### config.mk
export PLATFORM = sky130hd
export DESIGN_NAME = alu_result_sel
export DESIGN_NICKNAME = d
export VERILOG_FILES = /design/src/rtl/alu_sel_pkg.sv /design/src/rtl/alu_sel_skid.sv /design/src/rtl/alu_result_sel.sv
export SDC_FILE = /design/constraint.sdc
export NUM_CORES = 1
export LEC_CHECK = 0
export BUFFER_PORTS_ARGS = -buffer_cell sky130_fd_sc_hd__buf_2
export CAP_MARGIN = 20
export CORE_UTILIZATION = 41
export CTS_CLUSTER_SIZE = 10
export DETAILED_ROUTE_END_ITERATION = 8
export GPL_ROUTABILITY_DRIVEN = 0
export GPL_TIMING_DRIVEN = 0
export PLACE_DENSITY = 0.72
export SETUP_SLACK_MARGIN = 0.05
export SYNTH_ARGS = -nofsm -noshare
export SYNTH_HDL_FRONTEND = slang
export SYNTH_SLANG_ARGS = --single-unit
### constraint.sdc
create_clock -name clk -period 2 [get_ports clk]
set_clock_uncertainty 0.15 [all_clocks]
set_input_delay 0.1 -clock clk [delete_from_list [all_inputs] [get_ports clk]]
set_output_delay 0.1 -clock clk [all_outputs]
set_load 0.01 [all_outputs]
### src/rtl/alu_sel_pkg.sv
// Shared types and constants for the ALU result selector: skid-buffer state
// encoding, error-counter ceiling and the default channel map.
package alu_sel_pkg;

    typedef enum logic [1:0] {
        ST_EMPTY = 2'd0,
        ST_ONE   = 2'd1,
        ST_FULL  = 2'd2
    } sel_state_t;

    localparam logic [7:0] ERR_CNT_MAX = 8'd255;

    localparam int CH_ADD    = 0;
    localparam int CH_SUB    = 1;
    localparam int CH_X2     = 2;
    localparam int CH_D2     = 3;
    localparam int CH_AND    = 4;
    localparam int CH_OR     = 5;
    localparam int CH_XOR    = 6;
    localparam int CH_NOT    = 7;
    localparam int CH_EQ     = 8;
    localparam int CH_GT     = 9;
    localparam int CH_LT     = 10;
    localparam int CH_MAX    = 11;
    localparam int CH_KNIGHT = 12;

endpackage

### src/rtl/alu_sel_skid.sv
// Two-entry skid buffer (main + skid register). Both ready and valid are
// registered, so upstream never sees a combinational path from out_ready.
module alu_sel_skid
    import alu_sel_pkg::*;
#(
    parameter int PW = 8
) (
    input  logic          clk,
    input  logic          rst_n,
    input  logic [PW-1:0] in_payload,
    input  logic          in_valid,
    output logic          in_ready,
    output logic [PW-1:0] out_payload,
    output logic          out_valid,
    input  logic          out_ready,
    output sel_state_t    state
);

    sel_state_t      r_state;
    logic [PW-1:0]   r_main;
    logic [PW-1:0]   r_skid;
    logic            r_in_ready;
    logic            r_out_valid;
    logic            w_in_xfer;
    logic            w_out_xfer;

    // Handshake: a beat moves on a rising edge where valid and ready are both high.
    assign w_in_xfer  = in_valid && r_in_ready;
    assign w_out_xfer = r_out_valid && out_ready;

    always_ff @(posedge clk or negedge rst_n) begin
        if (!rst_n) begin
            r_state     <= ST_EMPTY;
            r_main      <= '0;
            r_skid      <= '0;
            r_in_ready  <= 1'b1;
            r_out_valid <= 1'b0;
        end else begin
            case (r_state)
                ST_EMPTY: begin
                    if (w_in_xfer) begin
                        r_main      <= in_payload;
                        r_state     <= ST_ONE;
                        r_out_valid <= 1'b1;
                    end
                end
                ST_ONE: begin
                    if (w_in_xfer && !w_out_xfer) begin
                        r_skid     <= in_payload;
                        r_state    <= ST_FULL;
                        r_in_ready <= 1'b0;
                    end else if (!w_in_xfer && w_out_xfer) begin
                        r_state     <= ST_EMPTY;
                        r_out_valid <= 1'b0;
                    end else if (w_in_xfer && w_out_xfer) begin
                        r_main <= in_payload;
                    end
                end
                ST_FULL: begin
                    if (w_out_xfer) begin
                        r_main     <= r_skid;
                        r_state    <= ST_ONE;
                        r_in_ready <= 1'b1;
                    end
                end
                default: begin
                    r_state     <= ST_EMPTY;
                    r_in_ready  <= 1'b1;
                    r_out_valid <= 1'b0;
                end
            endcase
        end
    end

    assign in_ready    = r_in_ready;
    assign out_valid   = r_out_valid;
    assign out_payload = r_main;
    assign state       = r_state;

endmodule

### src/rtl/alu_result_sel.sv
// Registered N-way ALU result selector with illegal-select detection and a
// saturating error counter. Define ALU_RESULT_SEL_FLAGS_EN for zero/neg flags.
module alu_result_sel
    import alu_sel_pkg::*;
#(
    parameter int N  = 13,
    parameter int W  = 8,
    parameter int SW = (N > 1) ? $clog2(N) : 1
) (
    input  logic           clk,
    input  logic           rst_n,
    input  logic [N*W-1:0] ch_data,
    input  logic [SW-1:0]  in_sel,
    input  logic           in_valid,
    output logic           in_ready,
    output logic [W-1:0]   out_data,
    output logic [SW-1:0]  out_sel,
    output logic           out_err,
    output logic           out_valid,
    input  logic           out_ready,
    output logic [7:0]     err_cnt,
`ifdef ALU_RESULT_SEL_FLAGS_EN
    output logic           out_zero,
    output logic           out_neg,
`endif
    output sel_state_t     dbg_state
);

`ifdef ALU_RESULT_SEL_FLAGS_EN
    localparam int FW = 2;
`else
    localparam int FW = 0;
`endif
    localparam int PW = W + SW + 1 + FW;

    logic [W-1:0]  w_data;
    logic          w_err;
    logic [PW-1:0] w_in_payload;
    logic [PW-1:0] w_out_payload;
    logic          w_in_ready;
    logic [7:0]    r_err_cnt;

    // Illegal selects match no channel, so the captured data stays zero.
    always_comb begin
        w_data = '0;
        for (int k = 0; k < N; k++) begin
            if (in_sel == SW'(k)) w_data = ch_data[k*W +: W];
        end
        w_err = (int'(in_sel) >= N);
    end

`ifdef ALU_RESULT_SEL_FLAGS_EN
    assign w_in_payload = {w_err, in_sel, w_data,
                           (w_data == '0) && !w_err, w_data[W-1] && !w_err};
`else
    assign w_in_payload = {w_err, in_sel, w_data};
`endif

    alu_sel_skid #(.PW(PW)) u_skid (
        .clk         (clk),
        .rst_n       (rst_n),
        .in_payload  (w_in_payload),
        .in_valid    (in_valid),
        .in_ready    (w_in_ready),
        .out_payload (w_out_payload),
        .out_valid   (out_valid),
        .out_ready   (out_ready),
        .state       (dbg_state)
    );

    always_ff @(posedge clk or negedge rst_n) begin
        if (!rst_n) begin
            r_err_cnt <= '0;
        end else if (in_valid && w_in_ready && w_err && (r_err_cnt != ERR_CNT_MAX)) begin
            r_err_cnt <= r_err_cnt + 8'd1;
        end
    end

    assign in_ready = w_in_ready;
    assign err_cnt  = r_err_cnt;
    assign out_data = w_out_payload[FW +: W];
    assign out_sel  = w_out_payload[FW+W +: SW];
    assign out_err  = w_out_payload[PW-1];
`ifdef ALU_RESULT_SEL_FLAGS_EN
    assign out_zero = w_out_payload[1];
    assign out_neg  = w_out_payload[0];
`endif

endmodule

==> out/results.txt <==
Outcome: finished clean
Register area: 953 sq um
CTS tree: built
Crit-path max cell delay: 0.57 ns
Initial antenna violation count: 0
Compound-cell area share of the yosys netlist: 28.3%
Synth Area in Adders: 0.425%
EDFF count, synth: 0
Largest cells by area after synthesis: dfrtp_1 (31%), nand2_1 (5.0%), mux2i_1 (4.4%), a21oi_1 (3.9%), nor2_1 (3.8%)
Root Driver: clkbuf_8
Crit path time final: 1.84 ns
Reg2reg end: u_skid.out_payload[3]
Pre-CTS setup slack: -0.0801 ns
CP required: 2.01 ns
R2R depth: 6
Clock Sinks: 38
Drt wl/cell: 15.6 um
Reg clk slew, reported paths: 0.07 ns
CTS H-tree lvls: 2
CP endpoint kind: flip-flop
Iteration-0 DRC Markers: 193
CTS Buf Count: 5
Average cell area after synthesis: 8.75 sq um
HP Start: out_ready
IO buf count: 134
Synthesis-stage register bit count: 38
Initial Util: 42.8%
Post-Synthesis Cells: 336
WS Path Type: reg -> reg
Distinct cells, synth: 58
Synth area leader: dfrtp_1
Worst slew pin tran: 0.832 ns
Fmax: 0.545 GHz
Most used DFF post-synth: dfrtp_1
Layout area overhead: 33.9%
Post-DRT Antenna Nets: 0
Die Wd: 86.7 um
VDD IR max: 0.000298 V
Total Die Area: 7520 sq um
Total of max-cap violations: 0
Syn Nets: 449
Synthesized area: 2940 sq um
Critical Path Start Type: flip-flop
Drc violations: 0
WL final: 9130 um
GRT Overall Usage: 25.0%
CP Cell Sequence: nand2_2, nor3_4, a21oi_4, or3_1, o21ai_0, a21oi_1
Fillcell total: 630
Vias in the first global route: 3037
CP Max Fanout: 10
Sequential area share after synthesis: 32.4%
Final global-route overflow total: 0
Clock Path Buffers: 2
Chip height: 86.7 um
DR vias/cell: 5.52
First-pass GRT wire length: 14500 um
Hold WC Path Type: in -> reg
Post-synthesis mux area share: 8.38%
Tcrit/Tclk final: 91.8%
Pleak: 1.99 nW
RSZ-0062 raised after global routing: no
Relative slew slack: 44.5%
Worst skew pair latency: 0.29 ns
Pin count of the biggest net entering global routing: 39
Critical path arrival: 1.85 ns
Async S/R FF share, synth: 100%
YS warnings: 0
DRT Pass-1 Iters: 5
Worst Setup Slack, final: 0.164 ns
Xor and xnor area share after synthesis: 2.08%
Nets: 600
DPL Wire Length: 7060 um
Final Max Slew Viols: 0
Setup violators final: 0
Simple-Gate Fraction of Synth Area: 22.0%
Inserted Diodes: 0
CORE AREA: 6870 sq um
Hold Path End: u_skid.out_valid
Reg-to-reg startpoint: u_skid.in_ready
Hold depth: 4
Share of the synthesized area in the top cell type: 31.5%
Crit-path slowest cell: dfstp_2
Main combinational cell family by area after synthesis: compound AO/OA/AOI/OAI gates
Routed via count: 3223
Setup TNS: 0 ns
Rows: 30
Fraction of final layout cells sized beyond drive strength 1: 42.4%
R2R Setup Slk: 0.16 ns
I/O pin count: 137
Pwr/cell area: 463 nW/um^2
Multi-input combinational cell area: 1820 sq um
Hold Fails Final Rpt: 0
logic make-up after synthesis:
group                      Yosys count
buffers and inverters               35
xor gates and xnor gates             7
AOI/OAI and AO/OA                  113
muxes                               22
and+or+nand+nor                    120
adders and majority gates            1
DFF                                 38
where the power goes:
group	internal (W)	switching (W)
Clock	0.000367	0.000274
Sequential	0.000768	0
Combinational	0.000194	0.000222
Total	0.00133	0.000496
sequential cells by signal, indices dropped and copies added, names as in the netlist:
register            flops
err_cnt                 8
u_skid.in_ready         1
u_skid.state            2
u_skid.out_payload     13
u_skid.out_valid        1
u_skid.r_skid          13
worst max path at each step:
stage | from | end | slack (ns) | cells past startpoint
3_5_place_dp | u_skid.in_ready | u_skid.out_payload[0] | -0.08 | 6
2_1_floorplan | u_skid.in_ready | u_skid.out_payload[0] | 0.13 | 6
4_1_cts | err_cnt[0] | err_cnt[7] | 0.08 | 7
3_3_place_gp | u_skid.in_ready | u_skid.out_payload[4] | -0.06 | 6
6_report | u_skid.in_ready | u_skid.out_payload[3] | 0.16 | 6
5_1_grt | u_skid.in_ready | u_skid.out_payload[1] | 0.04 | 6
through the flow:
stage	total power [W]	util, %	hold WS, ns	instances	instance area (sq um)
2_1_floorplan	0.00101	-	-0.346	336	2940
3_3_place_gp	0.00119	54.3	0.0979	566	3730
3_5_place_dp	0.00119	54.3	0.101	566	3730
4_1_cts	0.00183	56.6	0.0241	579	3890
5_1_grt	0.00191	57.4	0.0714	584	3940
6_report	0.00183	57.4	0.0463	584	3940
worst max-delay path: cells and delay by family, from the launching register on:
kind               cells  cell delay, ns
and+or+nand+nor        3            0.73
AOI/OAI and AO/OA      3            0.26
DFF                    1            0.57
routing by layer:
layer | track usage (%) | share of wire, % | wire (um) | vias up
met5 | 0 | 0 | 0 | -
met4 | 10.6 | 3.1 | 282 | 0
met3 | 4.29 | 6.1 | 553 | 24
met2 | 39.3 | 47 | 4270 | 141
met1 | 33.9 | 44 | 4020 | 1509
li1 | - | - | - | 1549
cell usage in the layout, fill, tap and decap left out, types with 6 or more instances in the layout:
cell type | netlist | final
a21oi_1 | 23 | 23
nand2b_1 | 8 | 8
buf_4 | 3 | 10
o21ai_0 | 20 | 20
a31oi_1 | 12 | 12
o2111ai_1 | 6 | 6
o21ai_1 | 8 | 8
or3_1 | 6 | 6
nand3b_1 | 6 | 6
dfrtp_1 | 37 | 36
nor2_1 | 30 | 28
nand2_1 | 39 | 38
inv_1 | 13 | 13
a22oi_1 | 6 | 6
mux2_2 | 8 | 8
mux2i_1 | 13 | 13
nor2b_1 | 6 | 6
buf_2 | 12 | 146
Yosys cell counts (3+ instances only):
cell type and instances:
nor2_1 30, o2bb2ai_2 5, or3_1 6, o21ai_1 8, nor3_1 3, buf_2 12, o21ai_0 20, a31oi_1 12
mux2_2 8, buf_4 3, mux2i_1 13, o32ai_2 5, nand2_1 39, dfrtp_1 37, buf_6 4, inv_1 13
a21oi_1 23, xnor2_1 4, a311o_1 5, nand4_1 4, o2111ai_1 6, nand2b_1 8, o221ai_1 5, o22ai_1 5
nand3b_1 6, nor2b_1 6, a22oi_1 6, xor2_1 3
final cells by class:
| cell class | count | share of cell area (%) |
|---|---|---|
| Buffer | 22 | 3.52 |
| Clock buffer | 5 | 1.75 |
| Clock inverter | 3 | 1.02 |
| Inverter | 13 | 1.24 |
| Multi-Input combinational cell | 263 | 46.1 |
| Sequential cell | 38 | 24.2 |
| Tap cell | 96 | 3.05 |
| Timing Repair Buffer | 144 | 19.1 |
repair_timing:
item                                   4_1_cts  5_1_grt
hold buffers                                 3        0
endpoints found under the hold margin       38        0
gates resized for setup                      2        3
setup buffers                                2        5
pin swaps                                    1        2
setup endpoints to repair                   16       11
Power figures use the tool's default switching activity.
